**src/rtl/nand_op_sequencer.sv**
```systemverilog
// Operation sequencer for the NAND flash interface: runs one READ/PROGRAM/ERASE/STATUS at a time.
// Build option AUTO_STATUS_EN: PROGRAM/ERASE append a 70h status read and fail on statusByte[0].
module nand_op_sequencer #(
  parameter logic [15:0] TIMEOUT  = 16'd4096,
  parameter int unsigned RB_GUARD = 4
) (
  input  logic        CLK,
  input  logic        reset,
  input  logic        opValid,
  input  logic [1:0]  opCode,
  input  logic [31:0] opAddress,
  output logic        opReady,
  output logic        busy,
  output logic        opDone,
  output logic        opError,
  input  logic        feedbackCommand,
  input  logic        feedbackALC,
  input  logic        feedbackWR,
  input  logic        feedbackRO,
  input  logic        nandRB,
  input  logic [7:0]  statusByte,
  output logic        startCommand,
  output logic        startALC,
  output logic        startWR,
  output logic        startRO,
  output logic [7:0]  commandByte,
  output logic [31:0] toAddressLine,
  output logic [2:0]  addrCycles,
  output logic [1:0]  MUXselectline
);

  localparam logic [3:0] ST_IDLE      = 4'd0;
  localparam logic [3:0] ST_CMD1      = 4'd1;
  localparam logic [3:0] ST_CMD1_W    = 4'd2;
  localparam logic [3:0] ST_ADDR      = 4'd3;
  localparam logic [3:0] ST_ADDR_W    = 4'd4;
  localparam logic [3:0] ST_WDATA     = 4'd5;
  localparam logic [3:0] ST_WDATA_W   = 4'd6;
  localparam logic [3:0] ST_CMD2      = 4'd7;
  localparam logic [3:0] ST_CMD2_W    = 4'd8;
  localparam logic [3:0] ST_BUSY_WAIT = 4'd9;
  localparam logic [3:0] ST_RDATA     = 4'd10;
  localparam logic [3:0] ST_RDATA_W   = 4'd11;
  localparam logic [3:0] ST_DONE      = 4'd12;
  localparam logic [3:0] ST_ERROR     = 4'd13;

  localparam logic [1:0] OP_READ    = 2'b00;
  localparam logic [1:0] OP_PROGRAM = 2'b01;
  localparam logic [1:0] OP_ERASE   = 2'b10;
  localparam logic [1:0] OP_STATUS  = 2'b11;

  localparam logic [1:0] MUX_CMD   = 2'b00;
  localparam logic [1:0] MUX_ADDR  = 2'b01;
  localparam logic [1:0] MUX_WDATA = 2'b10;
  localparam logic [1:0] MUX_RDATA = 2'b11;

  localparam logic [15:0] RB_GUARD_W = 16'(RB_GUARD);

  logic [3:0]  state_q, state_d;
  logic [1:0]  op_q, op_d;
  logic [31:0] addr_q, addr_d;
  logic [2:0]  addr_cycles_q, addr_cycles_d;
  logic [7:0]  cmd_byte_q, cmd_byte_d;
  logic [1:0]  mux_q, mux_d;
  logic [15:0] tmo_q, tmo_d;
  logic        status_phase_q, status_phase_d;
  logic        start_cmd_q, start_cmd_d;
  logic        start_alc_q, start_alc_d;
  logic        start_wr_q, start_wr_d;
  logic        start_ro_q, start_ro_d;
  logic        done_q, done_d;
  logic        error_q, error_d;
  logic        timed_out, rb_ready, waiting;

`ifndef AUTO_STATUS_EN
  logic status_unused;
  assign status_unused = ^statusByte;
`endif

  assign timed_out = (tmo_q == TIMEOUT - 16'd1);
  assign rb_ready  = (tmo_q >= RB_GUARD_W) && nandRB;
  assign waiting   = (state_q == ST_CMD1_W) || (state_q == ST_ADDR_W) || (state_q == ST_WDATA_W) ||
                     (state_q == ST_CMD2_W) || (state_q == ST_BUSY_WAIT) || (state_q == ST_RDATA_W);

  // Next-state logic; an exit condition always takes priority over the timeout.
  always_comb begin
    // NOTE: every always_comb output gets a default first so no path can infer a latch.
    state_d        = state_q;
    op_d           = op_q;
    addr_d         = addr_q;
    addr_cycles_d  = addr_cycles_q;
    status_phase_d = status_phase_q;
    case (state_q)
      ST_IDLE: begin
        status_phase_d = 1'b0;
        if (opValid) begin
          state_d       = ST_CMD1;
          op_d          = opCode;
          addr_d        = opAddress;
          addr_cycles_d = (opCode == OP_ERASE)  ? 3'd3 :
                          (opCode == OP_STATUS) ? 3'd0 : 3'd5;
        end
      end
      ST_CMD1:    state_d = ST_CMD1_W;
      ST_CMD1_W:
        if (feedbackCommand)
          state_d = ((op_q == OP_STATUS) || status_phase_q) ? ST_RDATA : ST_ADDR;
        else if (timed_out) state_d = ST_ERROR;
      ST_ADDR:    state_d = ST_ADDR_W;
      ST_ADDR_W:
        if (feedbackALC) state_d = (op_q == OP_PROGRAM) ? ST_WDATA : ST_CMD2;
        else if (timed_out) state_d = ST_ERROR;
      ST_WDATA:   state_d = ST_WDATA_W;
      ST_WDATA_W:
        if (feedbackWR) state_d = ST_CMD2;
        else if (timed_out) state_d = ST_ERROR;
      ST_CMD2:    state_d = ST_CMD2_W;
      ST_CMD2_W:
        if (feedbackCommand) state_d = ST_BUSY_WAIT;
        else if (timed_out) state_d = ST_ERROR;
      ST_BUSY_WAIT:
        if (rb_ready) begin
          if (op_q == OP_READ) state_d = ST_RDATA;
          else begin
`ifdef AUTO_STATUS_EN
            state_d        = ST_CMD1;
            status_phase_d = 1'b1;
`else
            state_d = ST_DONE;
`endif
          end
        end else if (timed_out) state_d = ST_ERROR;
      ST_RDATA:   state_d = ST_RDATA_W;
      ST_RDATA_W:
        if (feedbackRO) begin
`ifdef AUTO_STATUS_EN
          state_d = (status_phase_q && statusByte[0]) ? ST_ERROR : ST_DONE;
`else
          state_d = ST_DONE;
`endif
        end else if (timed_out) state_d = ST_ERROR;
      default:    state_d = ST_IDLE;
    endcase
  end

  // Outputs are registered from the next state so they line up with the state they belong to.
  always_comb begin
    tmo_d       = (waiting && (state_d == state_q)) ? tmo_q + 16'd1 : 16'd0;
    start_cmd_d = (state_d == ST_CMD1) || (state_d == ST_CMD2);
    start_alc_d = (state_d == ST_ADDR);
    start_wr_d  = (state_d == ST_WDATA);
    start_ro_d  = (state_d == ST_RDATA);
    done_d      = (state_d == ST_DONE);
    error_d     = (state_d == ST_ERROR);
    mux_d       = mux_q;
    cmd_byte_d  = cmd_byte_q;
    case (state_d)
      ST_IDLE, ST_CMD1, ST_CMD2: mux_d = MUX_CMD;
      ST_ADDR:                   mux_d = MUX_ADDR;
      ST_WDATA:                  mux_d = MUX_WDATA;
      ST_RDATA:                  mux_d = MUX_RDATA;
      default:                   mux_d = mux_q;
    endcase
    if (state_d == ST_CMD1) begin
      if (status_phase_d) cmd_byte_d = 8'h70;
      else begin
        case (op_d)
          OP_READ:    cmd_byte_d = 8'h00;
          OP_PROGRAM: cmd_byte_d = 8'h80;
          OP_ERASE:   cmd_byte_d = 8'h60;
          default:    cmd_byte_d = 8'h70;
        endcase
      end
    end else if (state_d == ST_CMD2) begin
      case (op_d)
        OP_READ:    cmd_byte_d = 8'h30;
        OP_PROGRAM: cmd_byte_d = 8'h10;
        default:    cmd_byte_d = 8'hD0;
      endcase
    end
  end

  always_ff @(posedge CLK) begin
    // NOTE: state uses non-blocking assignments so every flop samples pre-edge values.
    if (reset) begin
      state_q        <= ST_IDLE;
      op_q           <= OP_READ;
      addr_q         <= '0;
      addr_cycles_q  <= '0;
      cmd_byte_q     <= '0;
      mux_q          <= MUX_CMD;
      tmo_q          <= '0;
      status_phase_q <= 1'b0;
      start_cmd_q    <= 1'b0;
      start_alc_q    <= 1'b0;
      start_wr_q     <= 1'b0;
      start_ro_q     <= 1'b0;
      done_q         <= 1'b0;
      error_q        <= 1'b0;
    end else begin
      state_q        <= state_d;
      op_q           <= op_d;
      addr_q         <= addr_d;
      addr_cycles_q  <= addr_cycles_d;
      cmd_byte_q     <= cmd_byte_d;
      mux_q          <= mux_d;
      tmo_q          <= tmo_d;
      status_phase_q <= status_phase_d;
      start_cmd_q    <= start_cmd_d;
      start_alc_q    <= start_alc_d;
      start_wr_q     <= start_wr_d;
      start_ro_q     <= start_ro_d;
      done_q         <= done_d;
      error_q        <= error_d;
    end
  end

  assign opReady       = (state_q == ST_IDLE);
  assign busy          = (state_q != ST_IDLE);
  assign opDone        = done_q;
  assign opError       = error_q;
  assign startCommand  = start_cmd_q;
  assign startALC      = start_alc_q;
  assign startWR       = start_wr_q;
  assign startRO       = start_ro_q;
  assign commandByte   = cmd_byte_q;
  assign toAddressLine = addr_q;
  assign addrCycles    = addr_cycles_q;
  assign MUXselectline = mux_q;

endmodule

```
**config.mk**
```make
export PLATFORM = sky130hd
export DESIGN_NAME = nand_op_sequencer
export DESIGN_NICKNAME = d
export VERILOG_FILES = /design/src/rtl/nand_op_sequencer.sv
export SDC_FILE = /design/constraint.sdc
export NUM_CORES = 1
export LEC_CHECK = 0
export CAP_MARGIN = 20
export CORE_ASPECT_RATIO = 0.7
export CORE_MARGIN = 3
export CORE_UTILIZATION = 35
export DETAILED_ROUTE_END_ITERATION = 12
export GPL_ROUTABILITY_DRIVEN = 0
export PLACE_DENSITY = 0.64
export SLEW_MARGIN = 0
export SYNTH_ARGS = -nofsm -noshare
export SYNTH_HDL_FRONTEND = slang
export SYNTH_SLANG_ARGS = --single-unit
```
**constraint.sdc**
```tcl
create_clock -name CLK -period 2.3 [get_ports CLK]
set_input_delay 0.23 -clock CLK [delete_from_list [all_inputs] [get_ports CLK]]
set_output_delay 0.23 -clock CLK [all_outputs]
set_load 0.02 [all_outputs]
```
# Word level (Yosys, flattened, before mapping)
# Index checks and enable logic that the tools add are counted.
[word_totals] inputBits=50 reg_bits=74 out_inout_bits=53 latchBits=0 mem_bits_ro=0 ram_bits=0 n_memories=0
[op_classes] magnitude_cmp=1 n_div=0 muxes=23 mul=0 n_shift=0 n_reduce_logical=19 add_sub_neg=1 bitwise=1 eq_ne=26
[op_table] operator="$pmux W4 S12" count=1
[op_table] operator="$mux W4" count=9
[op_table] operator="$eq A4 B4 Y1 const B" count=7
[op_table] operator="$eq A4 B3 Y1 const B" count=6
[op_table] operator="$mux W8" count=3
[op_table] operator="$pmux W8 S3" count=1
[op_table] operator="$add A16 B1 Y16 const B" count=1
[op_table] operator="$eq A16 B12 Y1 const B" count=1
[op_table] operator="$ge A16 B3 Y1 const B" count=1
[op_table] operator="$pmux W8 S2" count=1
[op_table] operator="$eq A4 B2 Y1 const B" count=3
[op_table] operator="$mux W3" count=3
[op_table] operator="$eq A2 B2 Y1 const B" count=4
[op_table] operator="$eq A4 B1 Y1 const B" count=2
[op_table] operator="$logic_not A4 Y1" count=2
[op_table] operator="$pmux W2 S4" count=1
[op_table] operator="$reduce_bool A4 Y1" count=2
[op_table] operator="$logic_or A1 B1 Y1" count=7
[op_table] operator="$mux W2" count=3
[op_table] operator="$eq A2 B1 Y1 const B" count=2
[op_table] operator="$eq A4 B4 Y1" count=1
[op_table] operator="$logic_not A2 Y1" count=2
[op_table] operator="$reduce_or A3 Y1" count=1
[op_table] operator="$logic_and A1 B1 Y1" count=2
[op_table] operator="other kinds (5)" count=5

# Longest topological paths before layout
# Gate-level depths: netlist (run 1).
[depth] depth_word=9 depth_mapped=13 mapped_depth_nobuf=9

# Worst setup path after synthesis (run 1)
# Ideal clock, no wire load.
[synth_path] kind="register to register" start="reg state_q[0]" end="reg addr_q[28], in the netlist toAddressLine[28]" n_path_buf=4 setup_slack_ns=-0.395 path_stages_with_launch=10 arrival_ns=2.624 t_required_ns=2.229 synth_period_minus_slack_ns=2.695 path_cell_list="dfxtp_1 buf_2 buf_6 nor4_1 inv_1 nor2_1 buf_2 buf_2 nand2_1 a21oi_1"
[synth_between] elab_chain_cells=2
[synth_rtl] element="start, declared" line="59" text="logic [3:0] state_q, state_d;"
[synth_rtl] element="start signal, assigned" line="201" text="state_q <= state_d;"
[synth_rtl] element="$logic_not A4 Y1"
[synth_rtl] element="net opReady" line="12" text="output logic opReady,"
[synth_rtl] element="$reduce_and A2 Y1 (no source line)"
[synth_rtl] element="end signal, assigned" line="203" text="addr_q <= addr_d;"
[synth_rtl] element="end, declared" line="61" text="logic [31:0] addr_q, addr_d;"
# The timed path passes the listed nets, and every way through them passes these cells.
# A chain may end at the register's enable or synchronous reset.

# Worst setup path in the final report (run 1)
[layout_path] start="reg tmo_q[15]" end="reg cmd_byte_q[5], in the netlist commandByte[5]"
[layout_between] elab_chain_cells=6 word_cells_on_any_way=15 cone_classes="order compare: 1; eq/ne: 3; mux: 9; reduce/logical: 2"
[layout_rtl] element="start, declared" line="65" text="logic [15:0] tmo_q, tmo_d;"
[layout_rtl] element="start signal, assigned" line="207" text="tmo_q <= tmo_d;"
[layout_rtl] element="$ge A16 B3 Y1 or $eq A16 B12 Y1 (tied branches)" line="81, 80"
[layout_rtl] element="$logic_and A1 B1 Y1 or $mux W4 (tied branches)"
[layout_rtl] element="$mux W4, or another cell as far along" line="122" text="if (rb_ready) begin"
[layout_rtl] element="$pmux W4 S12 *" line="93" text="case (state_q)"
[layout_rtl] element="$eq A4 B1 Y1 or $eq A4 B3 Y1 (tied branches)" line="164, 174"
[layout_rtl] element="$mux W8 or $reduce_bool A2 Y1 (tied branches)"
[layout_rtl] element="end signal, assigned" line="205" text="cmd_byte_q <= cmd_byte_d;"
[layout_rtl] element="end, declared" line="63" text="logic [7:0] cmd_byte_q, cmd_byte_d;"
# Mark *: on every way between the ends. The rest lies on a longest branch, timed or not.

==> results of run 1 <==
through the flow:
step                      power, uW  util, %  setup TNS [ns]  setup slack [ns]
after detailed placement       2510     51.7           -5.96            -0.316
final                          3950     58.0          -0.168           -0.0435
after global routing           4140     58.0           -2.67            -0.178
after CTS                      3910     55.8         -0.0292           -0.0187
after global placement         2510     51.7           -4.92            -0.279
after floorplan                2040        -         -0.0976           -0.0159
flip-flops by register name, summed over array words and instances, names as in the netlist, 2 cells and up:
register and count:
state_q 4, toAddressLine 32, tmo_q 16, op_q 2
commandByte 4, addrCycles 3, MUXselectline 2
worst max-delay path, delay by kind of cell, from the launching register on:
family	cells	cell delay, ns
compound gates	3	0.82
buf+inv	3	0.43
flops	1	0.33
simple gates	4	0.67
cell families after synthesis:
family                     after synthesis
other                                    1
adders and majority gates                2
DFF                                     70
xor gates and xnor gates                15
buffers and inverters                   40
muxes                                    3
AOI/OAI and AO/OA                       74
and+or+nand+nor                        180
power breakdown:
part           switching [uW]  total, uW  internal, uW  leakage, uW
clock network             474       1360           886     0.000142
logic                     629       1190           559      0.00117
registers                74.8       1400          1320     0.000574
total                    1180       3950          2770      0.00188
placed cells by master, fill, tap and decap left out, types with 3 or more instances in the layout:
master / Yosys / final
and3_1: 6 / 5
o21ai_0: 7 / 6
xor2_1: 9 / 9
buf_4: 5 / 43
buf_6: 2 / 4
nand3_1: 8 / 8
nor3_1: 6 / 5
conb_1: 1 / 4
buf_12: 1 / 3
xnor2_1: 6 / 6
nor2_1: 24 / 16
clkbuf_16: 0 / 10
inv_1: 11 / 11
clkdlybuf4s50_1: 0 / 89
dfxtp_1: 70 / 64
nand2_1: 83 / 83
nor2_2: 2 / 5
nor2_4: 8 / 13
nor4_4: 1 / 3
o211ai_1: 3 / 3
nand2b_1: 5 / 4
dfxtp_2: 0 / 5
a21oi_1: 44 / 42
nand4_1: 6 / 6
nor2b_1: 4 / 3
layout make-up:
cell class / instances / share of cell area [%]
multi-input combinational: 278 / 35.9
inverter: 11 / 0.816
sequential: 70 / 27.9
timing repair buffer: 141 / 26.7
clock buffer: 13 / 5.14
tap: 120 / 2.97
clock inverter: 1 / 0.593
path summary, 6_finish.rpt:
| check | from | to | slack (ns) | depth (start not counted) |
|---|---|---|---|---|
| worst min register to register | toAddressLine[4] | toAddressLine[4] | 0.45 | 2 |
| worst max-delay path | tmo_q[15] | commandByte[5] | -0.04 | 10 |
| worst max register to register | tmo_q[15] | commandByte[5] | -0.04 | 10 |
| worst min-delay path | reset | state_q[2] | 0.37 | 2 |
metal layers:
metal	routed length, um	global-route usage [%]
met5	0	0
met4	94	4.94
met3	492	6.20
met2	4180	25.3
met1	4200	22.5
timing repair:
| item | 4_1_cts | 5_1_grt |
|---|---|---|
| cloned | 0 | 1 |
| buffers inserted | 3 | 5 |
| pin swaps | 8 | 10 |
| gates resized for setup | 12 | 31 |
| endpoints found under the setup margin | 20 | 24 |
| hold buffers | 0 | 0 |
==> impl_metrics.yaml, run 1 <==
detailed_routing:
  wl_per_cell_um: 14.1
  drtPass1Iterations: 4
  drt_iter0_drc: 184
  ant_nets: 0
  vias_per_cell: 4.79
  wl_um: 8970
  drc: 0
  vias: 3040
floorplan:
  ios: 103
  initial_core_util_pct: 37.0
  die_h_um: 86.3
  die_x_um: 121
  dieArea_um2: 10400
  rows: 28
  core_area_um2: 8720
sta:
  worstMarginPinSlew_ns: 0.530
  fmax_mhz: 427
  slew_headroom_pct: 64.7
  fin_hold_ws_ns: 0.366
  final_max_slew_viol_count: 0
  skew_ns: 0.00463
  rsz0062_at_grt: "yes"
  worst_slack_ns: -0.0435
  period_share_pct: 102
  hold_viol_final: 0
  post-route-min-period_ns: 2.34
  setup_viol: 12
critical_path:
  worstPathMaxFanout: 4
  crit_type: "flop to flop"
  endpoint_kind: "flop"
  cp.arrival_ns: 2.57
  slowest_stage: "a2111oi_4"
  startpoint_type: "flop"
  critPathRequiredTime_ns: 2.53
  slowest_delay_ns: 0.34
  crit_top_cell: "buf_4"
  crit_chain: "nor4_4 -> buf_4 -> and4_4 -> nor3b_4 -> a221oi_2 -> o211a_1 -> nor3_4 -> buf_4 -> buf_6 -> a2111oi_4"
global_routing:
  antenna_found_initial: 0
  overflow: 0
  grt_max_degree: 38
  grt_usage_pct: 16.8
  grt_pass1_vias: 2808
  grt_first_pass_wirelength_um: 13900
status:
  status: "finished, violations left"
  violations: "negative setup slack"
clock_network:
  cts_tree: "yes"
  clk_pin_slew_ns: 0.05
  cts_buffers: 9
  root_buffer: "clkbuf_16"
  htree_levels: 3
  clk_latency_ns: 0.33
  cts.path.max_buffers: 2
  cts.sinks: 70
place:
  dp_hpwl_um: 6320
  placed_area_um2: 4510
  io_buffers: 90
  placed_cells: 611
hold_path:
  hp-class: "input port to flop"
logic_synthesis:
  synthMuxAreaShare_pct: 1.01
  ys_seq_area_share_pct: 43.4
  synthFlopType: "dfxtp_1"
  async_flop_share_pct: 0
  synth_top_family_by_area: "simple AND/OR/NAND/NOR gates"
  synthTopCellsByArea: "dfxtp_1 43%, nand2_1 9.7%, a21oi_1 6.8%"
  ys_seq_elements: 70
  post_synth_instance_area_um2: 3230
  netlist_instances: 385
  synth_edf_count: 0
  yosys.cell_types.count: 58
  yosysMostFrequentCell: "nand2_1"
  yosys.area_share.adder_pct: 0.775
  synth_top_area_share_pct: 43.4
  yosys_warnings: 0
  synth-compound-area-share_pct: 14.6
  synth_common_cells: "83 x nand2_1, 70 x dfxtp_1, 44 x a21oi_1"
  yosysTopAreaCell: "dfxtp_1"
  synthSimpleGateAreaFrac_pct: 29.4
  synth_area_per_cell_um2: 8.38
  synth-xor-area-share_pct: 4.07
cells_and_area:
  diodes: 0
  final_layout_size_suffix_gt1_share_pct: 23.3
  area_delta_synth_final_pct: 56.8
  stdcell_area_um2: 5060
  multi_input_area_um2: 1820
  finish.net_count: 563
  fillCellCount: 767
  stdcell_count: 634
  seqCellArea_um2: 1410
power:
  p_leak_uw: 0.00188
  ir_drop_mv: 0.429
  powerDensity_nw_per_um2: 780
flow_run:
  cap_violations: 0
Note: power is estimated with default switching activity, not from simulation.
==> inputs of run 2 (changes only) <==
Settings changed: PLACE_DENSITY 0.64 to 0.61.
Clock period 2.3 ns to 2.64 ns, I/O delays scaled along.
==> run 2 against run 1 <==
Against the previous run: the flow now finishes without violations; sequential power down 14%; first-iteration DRC count up 50%; sequential share of layout area up 2.4 points; global-route usage down 0.59 points; maximum frequency down 4.8%; critical path type unchanged.
==> impl_metrics.yaml, run 2 (same netlist as run 1, synthesis figures left out) <==
power:
  internal_power_uw: 2220
  power.switching_uw: 966
  swShare_pct: 30.3
  p_leak_uw: 0.00169
  comb_power_share_pct: 29.0
  ir_drop_mv: 0.407
  powerDensity_nw_per_um2: 688
  p_clk_share_pct: 32.9
  pwr-share-seq_pct: 38.1
sta:
  period_share_pct: 93.3
  fmax_mhz: 406
  hold_viol_final: 0
  tns_ns: 0
  slew_headroom_pct: 65.7
  skew_ns: 0.00621
  post-route-min-period_ns: 2.46
  final_max_slew_viol_count: 0
  worst_slack_ns: 0.178
  fin_hold_ws_ns: 0.236
  setup_viol: 0
  worstMarginPinSlew_ns: 0.510
cells_and_area:
  area_delta_synth_final_pct: 43.5
  diodes: 0
  stdcell_count: 607
  final_common_cell: "clkdlybuf4s50_1"
  largest_reg_flops: 32
  final_layout_size_suffix_gt1_share_pct: 14.0
  final_cell_mix: "89 x clkdlybuf4s50_1, 83 x nand2_1, 68 x dfxtp_1"
  finish.net_count: 536
  utilization_pct: 53.1
detailed_routing:
  drc: 0
  wl_per_cell_um: 13.9
  vias: 2921
  ant_nets: 0
  drt_iter0_drc: 276
  drtPass1Iterations: 5
  wl_um: 8470
  vias_per_cell: 4.81
floorplan:
  die_x_um: 121
  initial_core_util_pct: 37.0
  die_h_um: 86.3
  dieArea_um2: 10400
  rows: 28
  core_area_um2: 8720
  ios: 103
global_routing:
  grt_max_degree: 45
  overflow: 0
  grt_first_pass_wirelength_um: 13600
  grt_usage_pct: 16.2
  antenna_found_initial: 0
  grt_pass1_vias: 2802
critical_path:
  crit_family: "simple AND/OR/NAND/NOR gates"
  cp.arrival_ns: 2.67
  crit_top_cell: "nor3_1"
  slowest_delay_ns: 0.47
  crit_type: "flop to flop"
  endpoint_kind: "flop"
  crit_buf_inv: 1
  critPathRequiredTime_ns: 2.84
  slowest_stage: "dfxtp_1"
  startpoint_type: "flop"
  crit_chain: "nand2b_1 -> nor3_1 -> nand3_2 -> o211a_4 -> nor3_4 -> buf_4 -> nor3_1 -> a2111oi_1"
  worstPathMaxFanout: 8
clock_network:
  clk_pin_slew_ns: 0.05
  cts_tree: "yes"
  cts.sinks: 70
  cts_buffers: 9
  htree_levels: 3
  postCtsHoldBufs: 0
  clk_latency_ns: 0.32
  root_buffer: "clkbuf_16"
  cts.path.max_buffers: 2
place:
  dp_hpwl_um: 6060
  dp_slack_ns: 0.0343
  placed_cells: 590
  io_buffers: 90
flow_run:
  cap_violations: 0
hold_path:
  hp-class: "input port to flop"
status:
  status: "finished clean"
-- run 2: cell types whose count changed in the layout (fill, tap and decap cells not counted), sizes merged --
cell | previous run | this run
buf | 51 | 25
bufinv | 1 | 0
clkbuf | 14 | 12
clkinv | 0 | 2
-- run 2: layer usage --
metal	GRT usage, %	vias to the layer above	share of wire, %
li1	-	1499	-
met1	22.3	1330	48
met2	23.8	78	44
met3	5.09	14	6.0
met4	6.28	0	2.0
met5	0	-	0
-- run 2: layout make-up --
cell class | instances | area, um2
Multi-Input combinational cell | 278 | 1680
Timing Repair Buffer | 114 | 1100
Inverter | 11 | 41.3
Tap cell | 120 | 150
Fill cell | 793 | 4090
Clock inverter | 2 | 10.0
Sequential cell | 70 | 1400
Clock buffer | 12 | 246
-- run 2: metrics by stage --
stage	power, uW	cell area (um2)
finish	3180	4630
CTS	3200	4560
detailed placement	2140	4300
global route	3350	4630
floorplan	1770	3240
global placement	2140	4300
-- run 2: timing repair --
| item | in CTS | in global routing |
|---|---|---|
| gates resized for setup | 0 | 10 |
| endpoints found under the setup margin | 0 | 22 |
| setup buffers | 0 | 3 |
-- run 2: power groups by stage --
stage               Combinational [uW]  Sequential (uW)  Clock [uW]
CTS                                915             1210        1080
floorplan                          452             1310           0
global placement                   905             1230           0
global route                      1010             1230        1120
detailed placement                 911             1230           0
finish                             924             1210        1050
-- run 2: final timing paths --
check / startpoint / endpoint / slack [ns] / cells after the start
worst min register to register: tmo_q[0] / tmo_q[0] / 0.43 / 1
worst max register to register: state_q[3] / commandByte[5] / 0.18 / 8
worst min-delay path: reset / state_q[2] / 0.24 / 2
worst max-delay path: state_q[3] / commandByte[5] / 0.18 / 8
==> inputs of run 3 (changes only) <==
Settings changed: CTS_CLUSTER_DIAMETER from default to 50.
==> results of run 3 <==
Same layout as run 2: the final DEF is identical, and so are final timing and power.
